## config.mk

```make
export PLATFORM = sky130hd
export DESIGN_NAME = m2s_pipe
export DESIGN_NICKNAME = d
export VERILOG_FILES = /design/src/rtl/m2s_pipe.sv
export SDC_FILE = /design/constraint.sdc
export NUM_CORES = 1
export LEC_CHECK = 0
export ABC_CLOCK_PERIOD_IN_PS = 20100
export CORE_AREA = 2 2 200 202
export CTS_CLUSTER_DIAMETER = 150
export DETAILED_ROUTE_END_ITERATION = 7
export DIE_AREA = 0 0 202 204
export PLACE_DENSITY = 0.77
export SETUP_SLACK_MARGIN = 0.02
export SLEW_MARGIN = 20
export SYNTH_ARGS = -nofsm -noshare
export SYNTH_HDL_FRONTEND = slang
export SYNTH_SLANG_ARGS = --single-unit
```

## constraint.sdc

```tcl
create_clock -name clk -period 20.1 [get_ports clk]
set_input_delay 4.02 -clock clk [delete_from_list [all_inputs] [get_ports clk]]
set_output_delay 4.02 -clock clk [all_outputs]
set_load 0.005 [all_outputs]
```

## src/rtl/m2s_pipe.sv

```systemverilog
// m2s_pipe: forward-registered valid/ready slice with STAGES register stages.
// Valid/data are fully registered; ready ripples back combinationally so empty stages absorb bubbles.
module m2s_pipe #(
    parameter int DATA_WIDTH = 256,
    parameter int STAGES = 2
) (
    input  logic                          clk,
    input  logic                          reset_n,
    input  logic                          pipe_in_valid,
    input  logic [DATA_WIDTH-1:0]         pipe_in_data,
    output logic                          pipe_in_ready,
    output logic                          pipe_out_valid,
    output logic [DATA_WIDTH-1:0]         pipe_out_data,
    input  logic                          pipe_out_ready,
    output logic [$clog2(STAGES+1)-1:0]   occupancy
);
    localparam int OW = $clog2(STAGES+1);

    if (STAGES < 1 || STAGES > 8) begin : g_bad_stages
        $error("m2s_pipe: STAGES must be in 1..8");
    end

    logic [STAGES-1:0]     valid_q, valid_d, rdy, up_v;
    logic [DATA_WIDTH-1:0] data_q [STAGES];
    logic [DATA_WIDTH-1:0] up_d [STAGES];
    logic [OW-1:0]         occ_q, occ_d;
    logic                  tail_full;

    assign up_v = STAGES'({valid_q, pipe_in_valid});

    // A stage is ready unless it and every stage after it are full and the output is stalled.
    always_comb begin
        tail_full = 1'b1;
        rdy = '0;
        for (int i = STAGES - 1; i >= 0; i--) begin
            tail_full = tail_full && valid_q[i];
            rdy[i] = !tail_full || pipe_out_ready;
        end
    end

    always_comb begin
        up_d[0] = pipe_in_data;
        for (int i = 1; i < STAGES; i++) up_d[i] = data_q[i-1];
    end

    assign valid_d = (rdy & up_v) | (~rdy & valid_q);

    always_comb begin
        occ_d = '0;
        for (int i = 0; i < STAGES; i++) occ_d = occ_d + OW'(valid_d[i]);
    end

    always_ff @(posedge clk) begin
        if (!reset_n) begin
            valid_q <= '0;
            occ_q <= '0;
        end else begin
            valid_q <= valid_d;
            occ_q <= occ_d;
        end
    end

    always_ff @(posedge clk) begin
        for (int i = 0; i < STAGES; i++) begin
            if (rdy[i] && up_v[i]) data_q[i] <= up_d[i];
        end
    end

    assign pipe_in_ready = rdy[0] && reset_n;
    assign pipe_out_valid = valid_q[STAGES-1];
    assign pipe_out_data = data_q[STAGES-1];
    assign occupancy = occ_q;
endmodule

```

---- Word level (Yosys, flattened, before mapping) ----
Memories as Yosys holds them, arrays and structs flattened.
Cells that the tools add are included.
storage, ports and cells
  flip-flop bits (word level) ............. 4
  memory bits (writable) .................. 512
  bits of input ports ..................... 260
  output and inout bits ................... 260
  memories kept ........................... 1
operators by class
  $add $sub $neg .......................... 1
  mux-type cells .......................... 4
  bitwise operators ....................... 4
  reductions and logical operators ........ 8
memory list
  memory  words  bits a word  read ports  clocked after Yosys merged registers in  wr ports  line  text
  data_q  2      256          2           0                                        2         24    logic [DATA_WIDTH-1:0] data_q [STAGES];
operators by type and width
  cell                 count
  $and A2 B2 Y2        2
  $logic_and A1 B1 Y1  4
  $mux W1              4
  $add A1 B1 Y2        1
  $logic_not A1 Y1     2
  $logic_or A1 B1 Y1   2
  $not A2 Y2           1
  $or A2 B2 Y2         1

---- Logic depth before layout (Yosys ltp) ----
  word-level depth ........................ 7
  gate-level depth with buffers ........... 4
  mapped depth without buffers ............ 4

---- Worst setup path after synthesis ----
OpenSTA, ideal clock, no wires.
  kind .................................... input port to flip-flop
  start point ............................. input port pipe_out_ready
  end point ............................... memory data_q[1][0], in the netlist data_q[0][256], enable pin
  library setup time ...................... 0.649 ns
  data arrival time ....................... 9.962 ns
  data required time ...................... 19.451 ns
  setup slack ............................. 9.489 ns
  stages .................................. 2
  cell sequence ........................... nand2b_1 > and2_1
RTL lines
  element      line  text
  from (decl)  14    input logic pipe_out_ready,
  to (decl)    24

---- Final worst setup path ----
  start point ............................. input port pipe_out_ready
  end point ............................... output port pipe_in_ready
between the ends
  longest elaborated chain between the ends .. 2
ends and longest elaborated chain
  element              line  text
  $logic_or A1 B1 Y1   37    rdy[i] = !tail_full || pipe_out_ready;
  $logic_and A1 B1 Y1  69    assign pipe_in_ready = rdy[0] && reset_n;
  to (decl)            11    output logic pipe_in_ready,
No other way between the ends.

==> parameters.txt <==
Parameter                              Value

Yosys
  Synth Area per Inst ... roughly 22 um^2
  Number of distinct library cells after synthesis ... 11
  Post-synth design cell area ... ~17,000 um^2
  Register area share after synthesis ... 88.41%
  Area share of the leading cell type in the synthesized netlist ... approximately 88%
  Biggest area contributors in the synthesized netlist ... sky130_fd_sc_hd__edfxtp_1 (88%), sky130_fd_sc_hd__buf_4 (11%), sky130_fd_sc_hd__dfxtp_1 (0.46%)
  Post-Synthesis Net Count ... 1,047
  Number of synthesized register bits ... between 500 and 600
  Cells after synthesis ... approximately 790
  Synth Warn # ... 0
  Cell type with the largest total area after synthesis ... sky130_fd_sc_hd__edfxtp_1

Critical path
  Worst R2R Path Depth ... 5
  Category of the critical setup timing path ... in2out
  Crit path largest cell delay ... 0.50 ns
  Cell-by-cell listing of the critical path ... clkdlybuf4s50_1, nand3b_4, and2_1, clkdlybuf4s50_1
  Worst setup path endpoint ... pipe_in_ready
  Critical path data required time ... roughly 16 ns
  Total stage count of the critical path ... 4
  Slowest cell on the critical path ... sky130_fd_sc_hd__clkdlybuf4s50_1
  Peak fanout along the critical path ... 4
  Launching point of the worst reg2reg path ... valid_q[1]$_SDFF_PN0_
  Family with the most delay on the worst path ... buffers and inverters
  Critical Path Source Type ... primary input
  Register-to-register setup slack ... 17.15 ns
  Worst path bufs/invs ... 2
  Endpoint of the lowest-slack register-to-register path ... data_q[0][505]$_DFFE_PP_
  Source of the critical timing path ... pipe_out_ready
  Crit path arrival time ... 5.28 ns
  Most frequent cell on the critical path ... sky130_fd_sc_hd__clkdlybuf4s50_1
  Kind of end point of the critical path ... output port

STA
  Worst max-slew margin expressed relative to the limit ... 35.57%
  Minimum clock period ... roughly 9.3 ns
  Setup tns final ... 0 ns
  Unrepaired setup endpoints after global routing ... false
  Final setup margin ... 10.80 ns
  Final worst path period share ... between 40% and 50%
  Skew final ... ~0.017 ns
  Achievable frequency ... 107.5 MHz
  Worst-margin pin slew ... a little under 1 ns
  Hold violation total from the final report ... 0
  Final hold slack ... approximately 0.41 ns
  Final setup violation count ... 0
  Number of max-slew violations in the final report ... 0

Clock network
  TritonCTS clock tree ... built
  Root cell of the clock tree ... sky130_fd_sc_hd__clkbuf_16
  Total setup buffers inserted after CTS ... 0
  Source-to-sink clock delay at the later pin of the worst-skew pair ... approximately 0.57 ns
  CTS buffer count ... 50
  Clock-pin slew of the registers on the worst-case setup and hold paths ... around 0.070 ns
  Max H-tree Level ... 2
  Sink count of the clock tree ... 516
  Deepest clock path buffer count ... 3
  Post-cts sizing count ... 0
  Number of hold buffers added after cts ... 0

Job
  Number of maximum-capacitance violations ... 0

GRT
  Total global routing track utilization ... 16.31%
  Pin count of the biggest net entering global routing ... 84
  Met3 usage in global routing ... under 10%
  Number of global-route vias before repair ... 7,695
  Residual overflow from global routing ... 0
  Global routing met2 resource utilization ... a little over a quarter
  Antenna violations before repair ... 1
  Met1 capacity usage during global routing ... roughly a fifth
  Highest-utilization routing layer at the global route stage ... met2
  Global-route wire length before repair ... just under 50,000 um

Place
  Buffers on Ports ... ~520
  DPL Wire Length ... approximately 25,000 um
  Worst slack after detailed placement ... about 11 ns
  Placer Congestion ... about 0.85
  Area post-placement ... 21,460 um^2

Cells and area
  # diodes ... 0
  Area overhead of the layout relative to synthesis ... 32.58%
  Post-layout utilization of the core ... between 50 and 60%
  Layout filler cell count ... 2,742
  Final #Nets ... between 1,000 and 1,500
  Most common library cell in the layout ignoring fill and taps ... sky130_fd_sc_hd__clkdlybuf4s50_1
  Commonest non-fill, non-tap cells in the layout ... sky130_fd_sc_hd__clkdlybuf4s50_1 (519), sky130_fd_sc_hd__edfxtp_1 (512), sky130_fd_sc_hd__clkbuf_16 (53), sky130_fd_sc_hd__clkinv_2 (11), sky130_fd_sc_hd__clkbuf_1 (11)
  Share of cells above drive strength 1 ... under 10%
  Final non-filler cell area ... 23,180 um^2

Hold path
  Class of the most critical hold timing path ... reg2reg

Routing
  Total wire length ... ~35,000 um
  Total iterations of the first detailed-routing run ... 4
  First-iteration detailed-routing DRC count ... 391
  Number of vias per cell ... between 4 and 5
  Residual antenna-violating net count after detailed routing ... 0
  Residual DRC ... 0
  Via count ... about 7,400
  Post-DR wirelength/cell ... ~21 um

Pwr
  Combinational fraction of design power ... under 10%
  Switching Power ... 442.0 uW
  Ratio of total power to cell area ... ~100 nW/um^2
  P_leak ... ~8 nW
  Switching Share ... between 10% and 20%
  Internal cell power ... about 1.9 mW
  Clk network pwr share ... approximately two fifths
  Share of total power in sequential cells ... 54.6%
  Worst ir drop on vdd ... 0.00007660 V

Die
  Count of pins on the block boundary ... 520
  Starting density of the core ... about 45%
  Placeable Area ... 39,180 um^2
  Chip width ... 202 um
  Die Y-Extent ... approximately 200 um
  Overall die area ... a little over 40,000 um^2
  Row count ... between 70 and 80

Outcome
  Status ... finished clean
-- cells by family (layout without fill, tap and decap cells) --
group	count (synthesis)	count (layout)	share of synthesized area [%]
flip-flops	516	516	88.41
buffers and inverters	258	623	11.04
AND/OR/NAND/NOR	9	9	0.3722
AO/OA/AOI/OAI	2	2	0.1074
adder cells (fa/ha/maj)	1	1	0.07157
-- cells in the mapped netlist --
master                     count
sky130_fd_sc_hd__edfxtp_1    512
sky130_fd_sc_hd__buf_4       256
sky130_fd_sc_hd__and2_1        5
sky130_fd_sc_hd__dfxtp_1       4
sky130_fd_sc_hd__inv_1         2
sky130_fd_sc_hd__nand2_1       2
sky130_fd_sc_hd__a21boi_1      1
sky130_fd_sc_hd__a21boi_2      1
sky130_fd_sc_hd__ha_1          1
sky130_fd_sc_hd__nand2b_1      1
sky130_fd_sc_hd__nand3b_4      1
-- per-stage QoR --
stage               instances  power, mW
finish                   1676      2.322
global route             1676      2.399
CTS                      1674      2.349
detailed placement       1580      1.421
global placement         1580      1.415
floorplan                 786      1.346
-- metal layers --
metal	routed length, um	up-vias
met1	12560	3622
li1	-	3319
met3	4137	55
met2	16970	404
met4	887	2
met5	13	-
-- layout make-up --
cell class / instances / area, um^2 / share of cell area, %
Clock buffer: 67 / 1409 / 6.079
Clock inverter: 27 / 251.5 / 1.085
Inverter: 2 / 7.507 / 0.03239
Multi-Input combinational cell: 12 / 101.3 / 0.4373
Sequential cell: 516 / 15450 / 66.68
Tap cell: 525 / 656.9 / 2.834
Timing Repair Buffer: 527 / 5295 / 22.85
-- registers in the layout, indices dropped and copies added, names as in the netlist --
signal,cells
data_q,512
occupancy,2
valid_q,2
-- worst min path at each step --
| stage | from | end | slack [ns] | cells past startpoint |
|---|---|---|---|---|
| global placement | data_q[0][127]$_DFFE_PP_ | data_q[0][383]$_DFFE_PP_ | 0.40 | 0 |
| detailed placement | data_q[0][40]$_DFFE_PP_ | data_q[0][296]$_DFFE_PP_ | 0.40 | 0 |
| global route | data_q[0][211]$_DFFE_PP_ | data_q[0][467]$_DFFE_PP_ | 0.42 | 0 |
| finish | data_q[0][46]$_DFFE_PP_ | data_q[0][302]$_DFFE_PP_ | 0.41 | 0 |
| CTS | data_q[0][46]$_DFFE_PP_ | data_q[0][302]$_DFFE_PP_ | 0.41 | 0 |
| floorplan | data_q[0][0]$_DFFE_PP_ | data_q[0][256]$_DFFE_PP_ | 0.40 | 0 |
-- power by group through the flow --
stage | Sequential, mW | Clock (mW) | Combinational [mW]
3_3_place_gp | 1.29 | 0 | 0.129
6_report | 1.27 | 0.924 | 0.132
2_1_floorplan | 1.29 | 0 | 0.0511
3_5_place_dp | 1.29 | 0 | 0.131
5_1_grt | 1.27 | 0.988 | 0.139
4_1_cts | 1.27 | 0.950 | 0.132
No activity file was read; power rests on OpenSTA's default activity.
